$ cat src/rtl/shift_pkg.sv
// Shared types and constants for the PISO transmitter and its bit counter.
package shift_pkg;

  typedef enum logic {
    IDLE  = 1'b0,
    SHIFT = 1'b1
  } shift_state_t;

  localparam bit SHIFT_MSB_FIRST = 1'b1;
  localparam bit SHIFT_LSB_FIRST = 1'b0;

  localparam int unsigned SHIFT_DEFAULT_WIDTH = 4;
  localparam int unsigned SHIFT_CNT_W         = $clog2(SHIFT_DEFAULT_WIDTH);

  function automatic int unsigned shift_cnt_width(input int unsigned width);
    return $clog2(width);
  endfunction

endpackage

$ cat src/rtl/shift_piso_transmitter_if.sv
// Load-side valid/ready handshake between a word producer and the transmitter.
interface shift_piso_transmitter_if #(
  parameter int unsigned WIDTH = 4
);
  logic [WIDTH-1:0] parallel_in;
  logic             load_valid;
  logic             load_ready;

  modport master (output parallel_in, output load_valid, input load_ready);
  modport slave  (input parallel_in, input load_valid, output load_ready);
endinterface

$ cat src/rtl/shift_bit_counter.sv
// Frame bit index: cleared on start, advanced on enable, saturates at WIDTH-1.
module shift_bit_counter
  import shift_pkg::*;
#(
  parameter int unsigned WIDTH = SHIFT_DEFAULT_WIDTH
) (
  input  logic                              clk,
  input  logic                              clear,
  input  logic                              start,
  input  logic                              enable,
  output logic [shift_cnt_width(WIDTH)-1:0] count,
  output logic                              last
);
  localparam int unsigned CW = shift_cnt_width(WIDTH);
  localparam logic [CW-1:0] TERMINAL = CW'(WIDTH - 1);

  assign last = (count == TERMINAL);

  always_ff @(posedge clk) begin
    if (clear) begin
      count <= '0;
    end else if (start) begin
      count <= '0;
    end else if (enable && !last) begin
      count <= count + CW'(1);
    end
  end
endmodule

$ cat src/rtl/shift_piso_transmitter.sv
// Parallel-in serial-out transmitter with valid/ready load and gapless framing.
module shift_piso_transmitter
  import shift_pkg::*;
#(
  parameter int unsigned WIDTH      = SHIFT_DEFAULT_WIDTH,
  parameter bit          MSB_FIRST  = SHIFT_MSB_FIRST,
  parameter logic        IDLE_LEVEL = 1'b0
) (
  input  logic                            clk,
  input  logic                            clear,
  shift_piso_transmitter_if.slave         load_if,
  output logic                            serial_out,
  output logic                            frame_active,
  output logic                            frame_done
);
  localparam int unsigned CW = shift_cnt_width(WIDTH);
  localparam logic [CW-1:0] PENULT = CW'(WIDTH - 2);

  shift_state_t     state, state_next;
  logic [WIDTH-1:0] shreg, shreg_next;
  logic             serial_next, active_next, done_next;
  logic             start, enable, last, accept;
  logic [CW-1:0]    count;

  function automatic logic head_bit(input logic [WIDTH-1:0] w);
    return (MSB_FIRST == SHIFT_MSB_FIRST) ? w[WIDTH-1] : w[0];
  endfunction

  function automatic logic [WIDTH-1:0] advance(input logic [WIDTH-1:0] w);
    return (MSB_FIRST == SHIFT_MSB_FIRST) ? {w[WIDTH-2:0], 1'b0} : {1'b0, w[WIDTH-1:1]};
  endfunction

  assign load_if.load_ready = !clear && ((state == IDLE) || (state == SHIFT && last));
  assign accept             = load_if.load_valid && load_if.load_ready;

  shift_bit_counter #(.WIDTH(WIDTH)) u_counter (
    .clk    (clk),
    .clear  (clear),
    .start  (start),
    .enable (enable),
    .count  (count),
    .last   (last)
  );

  // serial_out is registered, so the word's head bit goes straight to the
  // output on acceptance and the shift register holds only the remaining bits.
  always_comb begin
    state_next  = state;
    shreg_next  = shreg;
    serial_next = serial_out;
    active_next = frame_active;
    done_next   = 1'b0;
    start       = 1'b0;
    enable      = 1'b0;
    case (state)
      IDLE: begin
        if (accept) begin
          state_next  = SHIFT;
          start       = 1'b1;
          serial_next = head_bit(load_if.parallel_in);
          shreg_next  = advance(load_if.parallel_in);
          active_next = 1'b1;
        end
      end
      SHIFT: begin
        if (!last) begin
          enable      = 1'b1;
          serial_next = head_bit(shreg);
          shreg_next  = advance(shreg);
          done_next   = (count == PENULT);
        end else if (accept) begin
          start       = 1'b1;
          serial_next = head_bit(load_if.parallel_in);
          shreg_next  = advance(load_if.parallel_in);
          active_next = 1'b1;
        end else begin
          state_next  = IDLE;
          serial_next = IDLE_LEVEL;
          active_next = 1'b0;
        end
      end
      default: begin
        state_next  = IDLE;
        serial_next = IDLE_LEVEL;
        active_next = 1'b0;
      end
    endcase
  end

  always_ff @(posedge clk) begin
    if (clear) begin
      state        <= IDLE;
      shreg        <= '0;
      serial_out   <= IDLE_LEVEL;
      frame_active <= 1'b0;
      frame_done   <= 1'b0;
    end else begin
      state        <= state_next;
      shreg        <= shreg_next;
      serial_out   <= serial_next;
      frame_active <= active_next;
      frame_done   <= done_next;
    end
  end
endmodule
$ cat src/flat_wrapper.sv
// flat-port wrapper written by rule: the top's interface ports become plain ports
module shift_piso_transmitter_flat import shift_pkg::*;
#(
  parameter int unsigned WIDTH      = SHIFT_DEFAULT_WIDTH,
  parameter bit          MSB_FIRST  = SHIFT_MSB_FIRST,
  parameter logic        IDLE_LEVEL = 1'b0
)
  (clk, clear, serial_out, frame_active, frame_done, load_if_parallel_in, load_if_load_valid, load_if_load_ready);
  shift_piso_transmitter_if #(.WIDTH(WIDTH)) load_if_i ();
  input  logic clk;
  input  logic clear;
  output logic serial_out;
  output logic frame_active;
  output logic frame_done;
  input wire logic [$bits(load_if_i.parallel_in)-1:0] load_if_parallel_in;
  input wire logic [$bits(load_if_i.load_valid)-1:0] load_if_load_valid;
  output wire logic [$bits(load_if_i.load_ready)-1:0] load_if_load_ready;
  assign load_if_i.parallel_in = load_if_parallel_in;
  assign load_if_i.load_valid = load_if_load_valid;
  assign load_if_load_ready = load_if_i.load_ready;
  shift_piso_transmitter #(.WIDTH(WIDTH), .MSB_FIRST(MSB_FIRST), .IDLE_LEVEL(IDLE_LEVEL)) u_core (.clk(clk), .clear(clear), .load_if(load_if_i), .serial_out(serial_out), .frame_active(frame_active), .frame_done(frame_done));
endmodule
$ cat config.mk
export PLATFORM = sky130hd
export DESIGN_NAME = shift_piso_transmitter_flat
export DESIGN_NICKNAME = d
export VERILOG_FILES = /design/src/rtl/shift_pkg.sv /design/src/rtl/shift_piso_transmitter_if.sv /design/src/rtl/shift_bit_counter.sv /design/src/rtl/shift_piso_transmitter.sv /design/src/flat_wrapper.sv
export SDC_FILE = /design/constraint.sdc
export NUM_CORES = 1
export LEC_CHECK = 0
export ABC_AREA = 0
export BUFFER_PORTS_ARGS = -buffer_cell sky130_fd_sc_hd__buf_2
export CORE_AREA = 2 2 39 41
export CTS_CLUSTER_SIZE = 40
export DETAILED_ROUTE_END_ITERATION = 6
export DIE_AREA = 0 0 41 43
export PLACE_DENSITY_LB_ADDON = 0.08
export SLEW_MARGIN = 25
export SYNTH_ARGS = -nofsm -noshare
export SYNTH_HDL_FRONTEND = slang
export SYNTH_HIERARCHICAL = 1
export SYNTH_SLANG_ARGS = --single-unit
$ cat constraint.sdc
create_clock -name clk -period 1.8 [get_ports clk]
set_input_delay 0.18 -clock clk [delete_from_list [all_inputs] [get_ports clk]]
set_output_delay 0.18 -clock clk [all_outputs]
set_load 0.05 [all_outputs]
==> results.txt, run 1 <==
result of the run - finished clean
Worst path slowest cell - sky130_fd_sc_hd__dfxtp_1
depth of the CTS H-tree - 1
Cell Rows - 14
net switching power - 0.000139 W
number of global-route vias before repair - 396
max_slew headroom - 0.826
simple-gate portion of the synthesized area - 0.230
worst reg-to-reg setup slack - 0.33 ns
total power divided by cell area - 890 nW/µm²
overall global routing resource usage - 0.129
post-synthesis instance total - 44
Bufs on Longest Clock Path - 2
clock tree from TritonCTS - built
critical path, cell by cell - ha_1 > nand2b_1 > clkinv_4 > nor2_4 > clkbuf_4
DIE HEIGHT - 43 µm
grt total ovfl - 0
Synth Area in Compound Gates - 0.134
worst reg2reg startpoint - u_core/u_counter/count[0]
number of unique standard cell types used by synthesis - 24
leading cell type in the layout, fill and taps excluded - sky130_fd_sc_hd__dfxtp_1
Initial DRT Pass Iterations - 2
kind of end point of the critical path - primary output
TritonCTS Buffers - 3
die area - 1760 µm²
fraction of layout instances using a drive strength above 1 - 0.400
delay of the slowest cell on the worst path - 0.37 ns
mux cell area share after synthesis - 0.0838
part of the power in registers - 0.503
post-route ant nets - 0
number of primary I/O pins - 11
area share of the largest cell type after synthesis - 0.419
number of DRC violations after detailed routing - 0
initial core utilization - 0.345
pin count of the biggest net entering global routing - 13
horizontal die dimension - 41 µm
crit share post-route - 0.946
Final Hold Slack - 0.257 ns
Worst Max-Slew Pin Slew - 0.261 ns
maximum vdd ir drop - 0.379 mV
number of input and output port buffers inserted - 10
adder-cell share of the synthesized area - 0.0262
fin nets - 65
kind of cell with the highest combined delay on the critical path - flip-flops
Clock power frac - 0.303
Post-Syn Nets - 52
final-layout setup total negative slack - 0 ns
internal portion of total power - 0.000351 W
category of the most critical setup path - reg2out
Syn Std Cell Area - 478 µm²
Area contributors post-synth - sky130_fd_sc_hd__dfxtp_1 42%, sky130_fd_sc_hd__mux2i_1 8.4%, sky130_fd_sc_hd__a211oi_1 4.7%
global-route wire length before repair - 1570 µm
via count - 351
number of maximum-capacitance violations - 0
Worst EP required - 1.62 ns
antenna violations before repair - 0
Mapped Avg Cell Area - 10.9 µm²
Yosys top cell by area - sky130_fd_sc_hd__dfxtp_1
final non-filler cell total - 71
max frequency - 587 MHz
leakage power summed over all cells - 0.241 nW
sum of net half-perimeters after detailed placement - 622 µm
Worst Path Buf+Inv - 2
sort of element at the start of the critical path - flip-flop
placer's final routability congestion estimate - 0.629
filler instances - 143
final number of setup-violating endpoints - 0
Clock Pin Slew Worst Setup and Hold Paths - 0.06 ns
Critical path origin - u_core/u_counter/count[0]
leading cell types in the layout, fill and taps excluded - 10 x sky130_fd_sc_hd__dfxtp_1, 9 x sky130_fd_sc_hd__buf_2, 4 x sky130_fd_sc_hd__clkbuf_4, 4 x sky130_fd_sc_hd__nor2_1, 4 x sky130_fd_sc_hd__mux2i_1
Hold Fails Final Rpt - 0
xor/xnor share of the synthesized area - 0.0183
Data arrival, critical path - 1.52 ns
shortest period the worst path allows - 1.70 ns
floorplan core area - 1380 µm²
Final Routed Wirelength - 842 µm
antenna diode count - 0
main combinational cell family by area after synthesis - simple AND/OR/NAND/NOR gates
class of the tightest hold or removal check - in2reg
post-route clock skew - 0.00204 ns
sequential share of the synthesized area - 0.419
Worst Min Path Start - load_if_parallel_in[3]
clock latency at the later pin of the worst-skew pair - 0.26 ns
critical-path maximum fanout - 4
flops & latches, synth - 10
wire per inst - 11.9 µm
placed cells - 68
post-detailed-route via-to-cell ratio - 4.94
DR iter-0 viols - 1
Combinational Power Share - 0.194
clock sink total - 10
synthesis-to-finish area growth - 15.2%
RSZ-0062 raised after global routing - no
post-CTS repair timing setup buffer count - 0
number of warnings reported in the yosys synthesis log - 6
Final Max Slew Viols - 0
Root Buffer Master - sky130_fd_sc_hd__clkbuf_4
sw frac - 0.284
## tightest hold or removal path, stage by stage
cell and delay, ns:
sky130_fd_sc_hd__buf_2 0.10, sky130_fd_sc_hd__nand4b_1 0.09, sky130_fd_sc_hd__a311oi_2 0.09
## area by class of cell
| cell class | instances | area [µm²] | share of cell area |
|---|---|---|---|
| Clock buffer | 3 | 22.5 | 0.0409 |
| Timing Repair Buffer | 11 | 60.1 | 0.109 |
| Inverter | 2 | 12.5 | 0.0227 |
| Multi-Input combinational cell | 29 | 235 | 0.427 |
| Sequential cell | 10 | 200 | 0.364 |
| Tap cell | 16 | 20.0 | 0.0364 |
## routing by layer
| metal | part of all wire | routed length (µm) | vias to the layer above | track usage |
|---|---|---|---|---|
| li1 | - | - | 180 | - |
| met1 | 0.46 | 386 | 166 | 0.160 |
| met2 | 0.50 | 423 | 5 | 0.200 |
| met3 | 0.039 | 33 | 0 | 0.0314 |
| met4 | 0 | 0 | 0 | 0.0600 |
| met5 | 0 | 0 | - | 0 |
## registers in the layout, summed over array words and instances, names as in the netlist
name and count:
u_core/frame_active 1, u_core/frame_done 1, u_core/serial_out 1, u_core/shreg 4
u_core/state 1, u_core/u_counter/count 2
## path summary, 6_finish.rpt
| kind | endpoint | depth (start not counted) |
|---|---|---|
| worst max-delay path | load_if_load_ready | 5 |
| worst min register to register | u_core/frame_done | 1 |
| worst min-delay path | u_core/serial_out | 3 |
| worst max register to register | u_core/u_counter/count[1] | 6 |
## cell families (layout without fill, tap and decap cells)
| logic type | Yosys count | count (layout) |
|---|---|---|
| AO/OA/AOI/OAI | 8 | 8 |
| XOR/XNOR | 1 | 1 |
| adder cells (fa/ha/maj) | 1 | 1 |
| buffers and inverters | 5 | 16 |
| flip-flops | 10 | 10 |
| multiplexers | 4 | 4 |
| AND/OR/NAND/NOR | 15 | 15 |
## power by group through the flow
stage | logic, W | registers [W] | clock network, W
finish | 0.0000953 | 0.000246 | 0.000148
detailed placement | 0.0000951 | 0.000252 | 0
global route | 0.000105 | 0.000248 | 0.000166
global placement | 0.0000937 | 0.000251 | 0
CTS | 0.0000955 | 0.000247 | 0.000158
floorplan | 0.0000654 | 0.000264 | 0
## cell usage after synthesis
library cell	instances
sky130_fd_sc_hd__dfxtp_1	10
sky130_fd_sc_hd__nand2b_2	1
sky130_fd_sc_hd__buf_4	1
sky130_fd_sc_hd__a311oi_2	1
sky130_fd_sc_hd__a21oi_1	2
sky130_fd_sc_hd__mux2i_1	4
sky130_fd_sc_hd__xnor2_1	1
sky130_fd_sc_hd__nand4b_1	1
sky130_fd_sc_hd__nor4b_1	1
sky130_fd_sc_hd__nand2b_1	1
sky130_fd_sc_hd__nand2_2	1
sky130_fd_sc_hd__nor3_2	2
sky130_fd_sc_hd__nor2_1	4
sky130_fd_sc_hd__buf_6	2
sky130_fd_sc_hd__nor2b_4	1
sky130_fd_sc_hd__nor3_1	1
sky130_fd_sc_hd__inv_1	1
sky130_fd_sc_hd__nor2_4	1
sky130_fd_sc_hd__and3_1	1
sky130_fd_sc_hd__ha_1	1
sky130_fd_sc_hd__clkinv_4	1
sky130_fd_sc_hd__o21bai_1	1
sky130_fd_sc_hd__a311oi_1	1
sky130_fd_sc_hd__a211oi_1	3
## timing repair
action / in CTS / in global routing
hold endpoints to repair: 0 / 0
hold buffers: 0 / 0
resized for setup: 0 / 1
endpoints found under the setup margin: 0 / 1
## through the flow
step / setup slack (ns) / instance area (µm²) / total power (W) / util
floorplan: 0.365 / 478 / 0.000329 / -
global placement: 0.376 / 526 / 0.000345 / 0.380
detailed placement: 0.333 / 526 / 0.000347 / 0.380
CTS: 0.0484 / 548 / 0.000500 / 0.396
global route: 0.00618 / 551 / 0.000520 / 0.398
finish: 0.0978 / 551 / 0.000490 / 0.398
No activity file was read; power rests on OpenSTA's default activity.
==> run 2, diff against run 1 <==
==> constraint.sdc (replaced) <==
create_clock -name clk -period 1.8 [get_ports clk]
set_input_delay 0.09 -clock clk [delete_from_list [all_inputs] [get_ports clk]]
set_output_delay 0.09 -clock clk [all_outputs]
set_load 0.05 [all_outputs]
==> run 2 against run 1 <==
Combinational power is 1% higher. Sequential power hardly changed. Worst hold slack worse by 0.079 ns. First-iteration DRC count stayed put. Clock skew is 0.0046 ns higher. Critical path depth stayed put. Routed wire length is 6.5% higher. Register-to-register slack hardly changed. Sequential cell count stayed put. Largest power group unchanged. Highest routed layer is now met4.
==> results.txt, run 2 (synthesis gave the netlist of run 1 again) <==
result of the run - finished clean
pin count of the biggest net entering global routing - 13
filler instances - 141
worst setup timing slack at the placement stage - 0.330 ns
Initial DRT Pass Iterations - 4
post-detailed-route via-to-cell ratio - 5.07
total of cells resized after clock tree synthesis - 0
depth of the CTS H-tree - 1
post-CTS repair timing setup buffer count - 0
maximum vdd ir drop - 0.467 mV
Final Routed Wirelength - 897 µm
leading cell types in the layout, fill and taps excluded - 10 x sky130_fd_sc_hd__buf_2, 10 x sky130_fd_sc_hd__dfxtp_1, 4 x sky130_fd_sc_hd__nor2_1, 4 x sky130_fd_sc_hd__mux2i_1
antenna diode count - 0
final number of setup-violating endpoints - 0
Worst path slowest cell - sky130_fd_sc_hd__dfxtp_1
category of the most critical setup path - reg2out
Data arrival, critical path - 1.58 ns
overall global routing resource usage - 0.134
Worst Min Path Start - load_if_parallel_in[3]
hold path endpoint - u_core/serial_out
synthesis-to-finish area growth - 17.5%
placed cells - 68
number of hold buffers added after CTS - 0
post-route clock skew - 0.00664 ns
RSZ-0062 raised after global routing - no
floorplan core area - 1380 µm²
placer's final routability congestion estimate - 0.692
sort of element at the start of the critical path - flip-flop
Clock Pin Slew Worst Setup and Hold Paths - 0.07 ns
DR iter-0 viols - 1
leakage power summed over all cells - 0.248 nW
initial core utilization - 0.345
fin nets - 65
clock latency at the later pin of the worst-skew pair - 0.26 ns
Root Buffer Master - sky130_fd_sc_hd__clkbuf_4
worst reg2reg startpoint - u_core/u_counter/count[0]
Worst Max-Slew Pin Slew - 0.251 ns
largest register by flop count - u_core/shreg
global-route wire length before repair - 1530 µm
max frequency - 598 MHz
horizontal die dimension - 41 µm
worst flop-to-flop path endpoint - u_core/u_counter/count[0]
shortest period the worst path allows - 1.67 ns
Cell Rows - 14
Worst EP required - 1.71 ns
antenna violations before repair - 0
Final Max Slew Viols - 0
Bufs on Longest Clock Path - 2
max_slew headroom - 0.830
Multi-input gate area - 235 µm²
number of maximum-capacitance violations - 0
total power divided by cell area - 969 nW/µm²
crit share post-route - 0.930
smallest setup slack after layout - 0.127 ns
via count - 365
kind of end point of the critical path - primary output
grt total ovfl - 0
clock tree from TritonCTS - built
cell count of the worst hold path - 3
clock sink total - 10
number of primary I/O pins - 11
TritonCTS Buffers - 3
fraction of layout instances using a drive strength above 1 - 0.411
Worst R2R Path Depth - 6
Worst Path Buf+Inv - 2
Hold Fails Final Rpt - 0
final-layout setup total negative slack - 0 ns
number of global-route vias before repair - 358
class of the tightest hold or removal check - in2reg
Critical path origin - u_core/u_counter/count[0]
delay of the slowest cell on the worst path - 0.38 ns
number of input and output port buffers inserted - 10
sum of net half-perimeters after detailed placement - 684 µm
critical-path maximum fanout - 4
die area - 1760 µm²
worst reg-to-reg setup slack - 0.32 ns
max reg flops - 4
DIE HEIGHT - 43 µm
critical path, cell by cell - ha_1 > nand2b_1 > clkinv_4 > nor2_4 > buf_2
total area of sequential cells - 200 µm²
final non-filler cell total - 72
kind of cell with the highest combined delay on the critical path - flip-flops
post-route ant nets - 0
wire per inst - 12.5 µm
number of DRC violations after detailed routing - 0
biggest regs - u_core/shreg x4, u_core/u_counter/count x2
## run 2: changes by cell type in the layout (fill, tap and decap cells not counted)
cell and delta:
sky130_fd_sc_hd__buf_2 +1, sky130_fd_sc_hd__clkbuf_4 -1, sky130_fd_sc_hd__clkbuf_8 +1
## run 2: area by class of cell
cell class                 count  share of cell area
sequential                    10               0.356
tap                           16              0.0356
multi-input combinational     29               0.419
inverter                       2              0.0223
clock buffer                   4              0.0646
timing repair buffer          11               0.102
## run 2: worst register-to-register path: cells and delay by family, from the launching register on
kind | cells | cell delay (ns)
xor gates and xnor gates | 1 | 0.19
adders and majority gates | 1 | 0.27
buffers and inverters | 1 | 0.10
DFF | 1 | 0.38
and+or+nand+nor | 3 | 0.42
## run 2: worst max-delay path by stage
stage               depth (start not counted)                        end  slack [ns]
finish                                      5         load_if_load_ready        0.13
global route                                5         load_if_load_ready        0.04
CTS                                         5         load_if_load_ready        0.10
detailed placement                          6  u_core/u_counter/count[1]        0.33
global placement                            6  u_core/u_counter/count[1]        0.38
floorplan                                   7  u_core/u_counter/count[1]        0.37
## run 2: power by group
group / switching, W / leakage [nW] / internal, W / total (W)
clock: 0.0000790 / 0.0210 / 0.000123 / 0.000202
combinational: 0.0000598 / 0.145 / 0.0000366 / 0.0000963
sequential: 0.00000950 / 0.0824 / 0.000237 / 0.000246
total: 0.000148 / 0.248 / 0.000396 / 0.000544
## run 2: metrics by stage
step	utilization	power [W]	hold slack, ns	cell area [µm²]
finish	0.406	0.000544	0.178	562
global route	0.406	0.000573	0.184	562
CTS	0.406	0.000554	0.173	562
detailed placement	0.380	0.000348	0.455	526
global placement	0.380	0.000344	0.429	526
floorplan	-	0.000329	0.161	478
## run 2: layer usage
metal  up-vias  track usage  routed length, µm
met1       170        0.164                366
met2         7        0.194                483
li1        186            -                  -
met3         2       0.0314                 42
met5         -            0                  0
met4         0        0.100                  5
